### config.mk
export PLATFORM = sky130hd
export DESIGN_NAME = axis_frame_sequencer_flat
export DESIGN_NICKNAME = d
export VERILOG_FILES = /design/src/rtl/axis_frame_sequencer_if.sv /design/src/rtl/axis_frame_sequencer.sv /design/src/flat_wrapper.sv
export SDC_FILE = /design/constraint.sdc
export NUM_CORES = 1
export LEC_CHECK = 0
export BUFFER_PORTS_ARGS = -buffer_cell sky130_fd_sc_hd__buf_2
export CAP_MARGIN = 20
export CORE_ASPECT_RATIO = 1.5
export CORE_MARGIN = 5
export CORE_UTILIZATION = 40
export CTS_CLUSTER_DIAMETER = 40
export DETAILED_ROUTE_END_ITERATION = 10
export PLACE_DENSITY_LB_ADDON = 0.2
export SLEW_MARGIN = 20
export SYNTH_ARGS = -nofsm -noshare
export SYNTH_HDL_FRONTEND = slang
export SYNTH_SLANG_ARGS = --single-unit
### constraint.sdc
create_clock -name clk_in -period 4.65 [get_ports clk_in]
set_input_delay 0.2325 -clock clk_in [delete_from_list [all_inputs] [get_ports clk_in]]
set_output_delay 0.2325 -clock clk_in [all_outputs]
set_load 0.05 [all_outputs]
### src/rtl/axis_frame_sequencer_if.sv
// AXI4-Stream video link (tuser = start of frame, tlast = end of line)
// carrying one 10-bit pixel per beat, zero-extended to 16 bits.
interface axis_frame_sequencer_if;
  logic        tvalid;
  logic        tready;
  logic [15:0] tdata;
  logic        tuser;
  logic        tlast;

  modport master (output tvalid, tdata, tuser, tlast, input tready);
  modport slave  (input tvalid, tdata, tuser, tlast, output tready);
endinterface

### src/rtl/axis_frame_sequencer.sv
// Sequences a raw pixel source into framed AXI4-Stream video with programmable
// frame count, horizontal/vertical blanking and full backpressure handling.
module axis_frame_sequencer #(
  parameter int HSIZE   = 1920,
  parameter int VSIZE   = 1080,
  parameter int H_BLANK = 3,
  parameter int V_BLANK = 16
) (
  input  logic                          clk_in,
  input  logic                          rst_n_in,
  input  logic                          start_in,
  input  logic                          stop_in,
  input  logic [10:0]                   num_frames_in,
  input  logic                          src_valid_in,
  input  logic [9:0]                    src_data_in,
  output logic                          src_ready_out,
  axis_frame_sequencer_if.master        m_axis,
  output logic                          busy_out,
  output logic                          frame_done_out,
  output logic [10:0]                   frame_cnt_out
);

  localparam int PW    = $clog2(HSIZE);
  localparam int LW    = (VSIZE > 1) ? $clog2(VSIZE) : 1;
  localparam int BMAX  = (H_BLANK > V_BLANK) ? H_BLANK : V_BLANK;
  localparam int BW    = (BMAX > 1) ? $clog2(BMAX) : 1;
  localparam int H_END = (H_BLANK > 0) ? H_BLANK - 1 : 0;
  localparam int V_END = (V_BLANK > 0) ? V_BLANK - 1 : 0;

  localparam logic [PW-1:0] PIX_LAST  = PW'(HSIZE - 1);
  localparam logic [LW-1:0] LINE_LAST = LW'(VSIZE - 1);
  localparam logic [BW-1:0] H_LAST    = BW'(H_END);
  localparam logic [BW-1:0] V_LAST    = BW'(V_END);

  typedef enum logic [1:0] {
    IDLE   = 2'd0,
    ACTIVE = 2'd1,
    HBLANK = 2'd2,
    VBLANK = 2'd3
  } state_t;

  state_t         state_r, state_s, end_state_s;
  logic [PW-1:0]  pix_r, pix_s;
  logic [LW-1:0]  line_r, line_s;
  logic [BW-1:0]  blank_r, blank_s;
  logic [10:0]    num_frames_r;
  logic [10:0]    frame_cnt_r;
  logic [11:0]    cnt_inc_s;
  logic           stop_r;
  logic           frame_done_r;
  logic           frame_end_s;
  logic           last_frame_s;
  logic           start_acc_s;
  logic           accept_s;
  logic           tvalid_r;
  logic [15:0]    tdata_r;
  logic           tuser_r;
  logic           tlast_r;

  assign busy_out       = (state_r != IDLE) || tvalid_r;
  assign start_acc_s    = (state_r == IDLE) && start_in && !busy_out;
  assign src_ready_out  = (state_r == ACTIVE) && (!tvalid_r || m_axis.tready);
  assign accept_s       = src_ready_out && src_valid_in;

  // Stop request arriving on the frame-end cycle itself still counts.
  assign cnt_inc_s      = {1'b0, frame_cnt_r} + 12'd1;
  assign last_frame_s   = stop_r || stop_in ||
                          ((num_frames_r != 11'd0) && (cnt_inc_s == {1'b0, num_frames_r}));
  assign end_state_s    = last_frame_s ? IDLE : ACTIVE;

  assign m_axis.tvalid  = tvalid_r;
  assign m_axis.tdata   = tdata_r;
  assign m_axis.tuser   = tuser_r;
  assign m_axis.tlast   = tlast_r;
  assign frame_done_out = frame_done_r;
  assign frame_cnt_out  = frame_cnt_r;

  // Next-state, pixel/line/blank counter update and frame-end detection.
  always_comb begin
    state_s     = state_r;
    pix_s       = pix_r;
    line_s      = line_r;
    blank_s     = blank_r;
    frame_end_s = 1'b0;
    case (state_r)
      IDLE: begin
        if (start_acc_s) begin
          state_s = ACTIVE;
          pix_s   = '0;
          line_s  = '0;
        end else begin
          state_s = IDLE;
        end
      end
      ACTIVE: begin
        if (accept_s) begin
          if (pix_r == PIX_LAST) begin
            pix_s   = '0;
            blank_s = '0;
            if (line_r != LINE_LAST) begin
              line_s = line_r + 1'b1;
              if (H_BLANK != 0) state_s = HBLANK;
              else              state_s = ACTIVE;
            end else begin
              line_s = '0;
              if (V_BLANK != 0) begin
                state_s = VBLANK;
              end else begin
                frame_end_s = 1'b1;
                state_s     = end_state_s;
              end
            end
          end else begin
            pix_s = pix_r + 1'b1;
          end
        end else begin
          state_s = ACTIVE;
        end
      end
      HBLANK: begin
        if (blank_r == H_LAST) state_s = ACTIVE;
        else                   blank_s = blank_r + 1'b1;
      end
      VBLANK: begin
        if (blank_r == V_LAST) begin
          frame_end_s = 1'b1;
          state_s     = end_state_s;
        end else begin
          blank_s = blank_r + 1'b1;
        end
      end
      default: begin
        state_s = IDLE;
      end
    endcase
  end

  // State and position counters.
  always_ff @(posedge clk_in or negedge rst_n_in) begin
    if (!rst_n_in) begin
      state_r <= IDLE;
      pix_r   <= '0;
      line_r  <= '0;
      blank_r <= '0;
    end else begin
      state_r <= state_s;
      pix_r   <= pix_s;
      line_r  <= line_s;
      blank_r <= blank_s;
    end
  end

  // Run control: frame target, completed-frame count, sticky stop, done pulse.
  always_ff @(posedge clk_in or negedge rst_n_in) begin
    if (!rst_n_in) begin
      num_frames_r <= 11'd0;
      frame_cnt_r  <= 11'd0;
      stop_r       <= 1'b0;
      frame_done_r <= 1'b0;
    end else begin
      frame_done_r <= frame_end_s;
      if (start_acc_s) begin
        num_frames_r <= num_frames_in;
        frame_cnt_r  <= 11'd0;
        stop_r       <= 1'b0;
      end else begin
        if (frame_end_s) begin
          frame_cnt_r <= cnt_inc_s[11] ? 11'h7FF : cnt_inc_s[10:0];
        end
        if (frame_end_s && last_frame_s) begin
          stop_r <= 1'b0;
        end else if ((state_r != IDLE) && stop_in) begin
          stop_r <= 1'b1;
        end
      end
    end
  end

  // Output beat register; holds its contents while stalled, even once IDLE.
  always_ff @(posedge clk_in or negedge rst_n_in) begin
    if (!rst_n_in) begin
      tvalid_r <= 1'b0;
      tdata_r  <= 16'd0;
      tuser_r  <= 1'b0;
      tlast_r  <= 1'b0;
    end else if (accept_s) begin
      tvalid_r <= 1'b1;
      tdata_r  <= {6'd0, src_data_in};
      tuser_r  <= (pix_r == '0) && (line_r == '0);
      tlast_r  <= (pix_r == PIX_LAST);
    end else if (m_axis.tready) begin
      tvalid_r <= 1'b0;
    end
  end

endmodule

### src/flat_wrapper.sv
// flat-port wrapper written by rule: the top's interface ports become plain ports
module axis_frame_sequencer_flat 
#(
  parameter int HSIZE   = 1920,
  parameter int VSIZE   = 1080,
  parameter int H_BLANK = 3,
  parameter int V_BLANK = 16
)
  (clk_in, rst_n_in, start_in, stop_in, num_frames_in, src_valid_in, src_data_in, src_ready_out, busy_out, frame_done_out, frame_cnt_out, m_axis_tvalid, m_axis_tdata, m_axis_tuser, m_axis_tlast, m_axis_tready);
  axis_frame_sequencer_if m_axis_i ();
  input  logic clk_in;
  input  logic rst_n_in;
  input  logic start_in;
  input  logic stop_in;
  input  logic [10:0] num_frames_in;
  input  logic src_valid_in;
  input  logic [9:0] src_data_in;
  output logic src_ready_out;
  output logic busy_out;
  output logic frame_done_out;
  output logic [10:0] frame_cnt_out;
  output wire logic [$bits(m_axis_i.tvalid)-1:0] m_axis_tvalid;
  output wire logic [$bits(m_axis_i.tdata)-1:0] m_axis_tdata;
  output wire logic [$bits(m_axis_i.tuser)-1:0] m_axis_tuser;
  output wire logic [$bits(m_axis_i.tlast)-1:0] m_axis_tlast;
  input wire logic [$bits(m_axis_i.tready)-1:0] m_axis_tready;
  assign m_axis_tvalid = m_axis_i.tvalid;
  assign m_axis_tdata = m_axis_i.tdata;
  assign m_axis_tuser = m_axis_i.tuser;
  assign m_axis_tlast = m_axis_i.tlast;
  assign m_axis_i.tready = m_axis_tready;
  axis_frame_sequencer #(.HSIZE(HSIZE), .VSIZE(VSIZE), .H_BLANK(H_BLANK), .V_BLANK(V_BLANK)) u_core (.clk_in(clk_in), .rst_n_in(rst_n_in), .start_in(start_in), .stop_in(stop_in), .num_frames_in(num_frames_in), .src_valid_in(src_valid_in), .src_data_in(src_data_in), .src_ready_out(src_ready_out), .m_axis(m_axis_i), .busy_out(busy_out), .frame_done_out(frame_done_out), .frame_cnt_out(frame_cnt_out));
endmodule
# Word level (Yosys, flattened, before mapping)
# Index checks and enable logic that the tools add are counted.
# word_totals
ff_bits	65
out_inout_bits	33
elab_cells	91
# op_classes
addsub	4
eq_ne	16
mux	31
reduce_logical	28
# op_table
op	n
2-to-1 mux 11 bit	9
one-hot mux 11 bit (2 select lines)	2
adder 11 x 1 -> 11 bit, second input constant	2
zero test 11 bit	2
2-to-1 mux 4 bit	4
adder 11 x 1 -> 12 bit, second input constant	1
== test 12 x 11 -> 1 bit	1
one-hot mux 4 bit (3 select lines)	1
== test 11 bit, second input constant	1
inequality test 11 bit, second input constant	1
nonzero test 11 bit	1
2-to-1 mux 1 bit	10
logical AND 1 bit	8
2-to-1 mux 2 bit	4
inequality test 2 x 1 -> 1 bit, second input constant	4
one-hot mux 2 bit (4 select lines)	1
nonzero test 2 bit	4
inequality test 2 bit, second input constant	3
AND reduction 3 bit	2
nonzero test 3 bit	2
AND reduction 5 bit	1
adder 4 x 1 -> 4 bit, second input constant	1
== test 2 bit, second input constant	2
== test 4 x 2 -> 1 bit, second input constant	1
other kinds (7)	11

# Depth between registers and ports, before layout
# logic_depth
depth_word	7
ltp_mapped	8

# Worst setup path after synthesis
# Ideal clock, no wire load.
# synth_path
path_type	reg-to-reg
from	register u_core.frame_cnt_r[4], in the netlist u_core.frame_cnt_out[4]
to	register u_core.state_r[0]
arrival_time_ps	1923
setup_slack_ps	2645
path_stages_with_launch	7
path_cell_list	dfrtp_1 > buf_2 > nand4_1 > o31ai_1 > nor3_1 > or3_1 > a31oi_1
# synth_via
elab_chain_len	7
# synth_lines
element	line	rtl
from (decl)	axis_frame_sequencer.sv:47	logic [10:0] frame_cnt_r;
from (signal assigned)	axis_frame_sequencer.sv:168	frame_cnt_r <= cnt_inc_s[11] ? 11'h7FF : cnt_inc_s[10:0];
adder 11 x 1 -> 12 bit	axis_frame_sequencer.sv:66	assign cnt_inc_s = {1'b0, frame_cnt_r} + 12'd1;
== test 12 x 11 -> 1 bit	axis_frame_sequencer.sv:68	((num_frames_r != 11'd0) && (cnt_inc_s == {1'b0, num_frames_r}));
logical AND 1 bit	axis_frame_sequencer.sv:68	
logical OR 1 bit	axis_frame_sequencer.sv:67	assign last_frame_s = stop_r || stop_in ||
2-to-1 mux 1 bit	axis_frame_sequencer.sv:69	assign end_state_s = last_frame_s ? IDLE : ACTIVE;
2-to-1 mux 2 bit	axis_frame_sequencer.sv:125	if (blank_r == V_LAST) begin
one-hot mux 2 bit (4 select lines)	axis_frame_sequencer.sv:85	case (state_r)
to (signal assigned)	axis_frame_sequencer.sv:146	state_r <= state_s;
to (decl)	axis_frame_sequencer.sv:42	state_t state_r, state_s, end_state_s;
# Every way passes these cells. The select of a mux whose other input is x is not followed.
# A chain may end at the register's enable or synchronous reset.

# Final worst setup path
# layout_path
from	register u_core.state_r[0]
to	register u_core.line_r[10]
# layout_via
elab_chain_len	6
word_cells_on_any_way	15
# layout_lines
element	line	rtl
nonzero test 2 bit	axis_frame_sequencer.sv:60	assign busy_out = (state_r != IDLE) || tvalid_r;
logical OR 1 bit	axis_frame_sequencer.sv:60	
zero test 1 bit	axis_frame_sequencer.sv:61	assign start_acc_s = (state_r == IDLE) && start_in && !busy_out;
logical AND 1 bit	axis_frame_sequencer.sv:61	
inequality test 2 x 1 -> 1 bit (no line)	--	
AND reduction 4 bit (no line)	--	
to (signal assigned)	axis_frame_sequencer.sv:148	line_r <= line_s;
to (decl)	axis_frame_sequencer.sv:44	logic [LW-1:0] line_r, line_s;
# Parallel ways exist; a longest one is shown, timed or not.

==> flow_metrics.tcl <==
set metrics [dict create \
    status "completed" \
    totalPowerFinal_mw 2.40 \
    nNetsFinal 486 \
    netlist_instances 403 \
    vias 3114 \
    track_usage_pct 17.6 \
    max_cap_viol_count 0 \
    firstDrtPassIters 4 \
    drt_wl_total_mm 9.04 \
    required_ps 4870 \
    synth_edf_count 0 \
    wl_per_cell_um 15.9 \
    num_rows 42 \
    ant_nets 0 \
    antennaDiodeCount 0 \
    p_leak_nw 2.01 \
    antenna_found_initial 0 \
    cts_tree "done" \
    synth-async-reset-ratio_pct 100 \
    hold_viol 0 \
    hold_class "in2async" \
    post_cts_resized 0 \
    rsz0062_at_grt "false" \
    crit_path_max_fanout 16 \
    cts_sinks 65 \
    setup_viol 0 \
    whs_ps 72.1 \
    synth-seq-cells 65 \
    ctsHoldBuffers 0 \
    clock_latency_ps 330 \
    maxSlewHeadroom_pct 45.9 \
    dieArea_mm2 0.0109 \
    numCtsBuffers 9 \
    cts_max_path_buffers 2 \
    crit_path_start_kind "flop" \
    drt_iter0_drc 172 \
    worstSetupPathType "reg2reg" \
    cp-end-kind "flop" \
    finalSetupTns_ps 0 \
    period_share_pct 55.1 \
    cts_root_buffer "clkbuf_16" \
    gp_routability_congestion 0.826 \
    initial_core_util_pct 40.5 \
    drcViolationCount 0 \
    ys_warn_count 0 \
    p_per_area_mw_per_mm2 569 \
    layout-drive-gt1-share_pct 18.2 \
    grt-ovfl-total 0 \
    peakVddDrop_mv 0.269 \
    clk_pin_slew_ps 60 \
    synth.avg_cell_area_um2 8.82 \
    worstReg2RegStart "u_core.state_r[0]$_DFFE_PN0P_" \
    io_pins 60 \
    fmax_mhz 390 \
    tightest_slew_ps 811 \
    ys.flop_type "dfrtp_1" \
    drt-vias-per-instance 5.49 \
    r2r-end "u_core.line_r[10]$_DFFE_PN0P_" \
    core_area_mm2 0.00878 \
    cts_max_level 3 \
    ys_types 54 \
    yosysSeqAreaShare_pct 45.7 \
    die_w_um 87.0 \
    worstPathArrival_ps 2780 \
    r2r.worst_path.cells 5 \
    skew_ps 6.80 \
    grt_pass1_vias 3106 \
    grt_pass1_wl_mm 15.1 \
    maxSlewViolCount 0 \
    period_needed_ps 2560 \
    cts_post_setup_buffers_inserted 0 \
    post_synth_instance_area_mm2 0.00356 \
    grt_max_degree 66 \
    fp.dieH_um 125 \
    final_util_pct 48.0 \
    place_hpwl_mm 6.67 \
    r2r_setup_slack_ps 2090 \
    area_growth_pct 18.5 \
    numPortBuffers 53 \
]
[report_power, final]
| group | switching, mW | total [mW] | internal, mW |
|---|---|---|---|
| logic | 0.522 | 0.775 | 0.253 |
| clock network | 0.260 | 0.748 | 0.489 |
| registers | 0.178 | 0.877 | 0.699 |
[per-stage QoR]
stage,cell area [um2],instances,setup slack (ps)
global placement,3890,551,2210
floorplan,3570,408,2650
finish,4220,567,2090
global route,4220,567,1910
CTS,4220,567,2120
detailed placement,3890,551,2140
[flip-flops by register name (all words and copies together), names as in the netlist]
signal and cells:
u_core.frame_cnt_out 11, u_core.line_r 11, u_core.num_frames_r 11, u_core.pix_r 11
u_core.m_axis.tdata 10, u_core.blank_r 4, u_core.state_r 2, u_core.frame_done_out 1
u_core.m_axis.tlast 1, u_core.m_axis.tuser 1, u_core.m_axis.tvalid 1, u_core.stop_r 1
[per-layer routing]
metal | share of wire [%] | vias to the layer above | global-route usage [%] | routed length (um)
met1 | 40 | 1499 | 20.2 | 3600
met4 | 2.8 | 0 | 7.89 | 255
li1 | - | 1498 | - | -
met5 | 0 | - | 0 | 0
met3 | 4.6 | 24 | 4.48 | 417
met2 | 53 | 93 | 30.2 | 4770
[cell usage after synthesis (4+ instances only)]
cell / count / area [um2]
ha_1: 7 / 87.6
nand2_1: 84 / 315
a31oi_1: 4 / 25.0
and2_1: 4 / 25.0
nor4_1: 9 / 56.3
inv_1: 12 / 45.0
xor2_1: 14 / 123
buf_4: 6 / 45.0
buf_2: 5 / 25.0
o21ai_0: 16 / 80.1
nand2b_1: 6 / 37.5
and3_1: 7 / 43.8
xnor2_1: 15 / 131
clkbuf_1: 9 / 33.8
or3_1: 6 / 37.5
nand4_1: 11 / 68.8
nor2_1: 29 / 109
a21oi_1: 10 / 50.1
dfrtp_1: 65 / 1630
nor3_1: 13 / 65.1
nand3_1: 22 / 110
[logic make-up after synthesis]
logic type      count (synthesis)  share of synthesized area [%]
simple gates                  210                           29.2
flops                          65                           45.7
compound gates                 54                           10.1
buf+inv                        34                           4.40
xor+xnor                       29                           7.14
fa+ha+maj                       7                           2.46
mux                             3                          0.880
other cells                     1                          0.105
[area by class of cell]
cell class              instances  area [um2]
clock buffers                  11         243
fillers                       844        4560
flip-flops and latches         65        1630
multi-input cells             309        1800
well taps                     110         138
inverters                      12        45.0
clock inverters                 5        86.3
repair buffers                 55         280
[cell usage in the layout (no fill, tap or decap), drive strengths merged, types with 2 or more instances in the layout]
master / synthesis / layout
o31ai: 2 / 2
nand3: 23 / 23
or3: 6 / 6
bufinv: 0 / 2
nand2b: 6 / 6
nor3b: 2 / 2
mux2i: 2 / 2
nor2: 30 / 30
a211oi: 3 / 3
conb: 1 / 6
and3: 8 / 8
dfrtp: 65 / 65
xnor2: 15 / 15
a32o: 2 / 2
ha: 7 / 7
a31oi: 5 / 5
and2: 4 / 4
a21oi: 10 / 10
o21a: 2 / 2
or4: 4 / 4
a21o: 3 / 3
nor4: 10 / 10
nand2: 84 / 84
and4: 3 / 3
xor2: 14 / 14
o21ai: 17 / 17
nor3: 13 / 13
buf: 13 / 55
inv: 12 / 14
a311oi: 3 / 3
clkbuf: 9 / 11
nand4: 11 / 11
[worst max path at each step]
stage,start,end,slack [ps],cells past startpoint
floorplan,u_core.frame_cnt_out[4]$_DFFE_PN0P_,u_core.state_r[0]$_DFFE_PN0P_,2650,6
global placement,u_core.state_r[0]$_DFFE_PN0P_,u_core.line_r[10]$_DFFE_PN0P_,2210,5
detailed placement,u_core.state_r[0]$_DFFE_PN0P_,u_core.line_r[10]$_DFFE_PN0P_,2140,5
CTS,u_core.state_r[0]$_DFFE_PN0P_,u_core.line_r[10]$_DFFE_PN0P_,2120,5
global route,u_core.state_r[0]$_DFFE_PN0P_,u_core.line_r[2]$_DFFE_PN0P_,1910,5
finish,u_core.state_r[0]$_DFFE_PN0P_,u_core.line_r[10]$_DFFE_PN0P_,2090,5
[critical path: stages (launching register included)]
cell and delay (ps):
dfrtp_1 530, nor2b_1 260, nand3_1 490, o21ai_2 730
o21ai_0 200, a32o_1 240
Power figures use the tool's default switching activity.
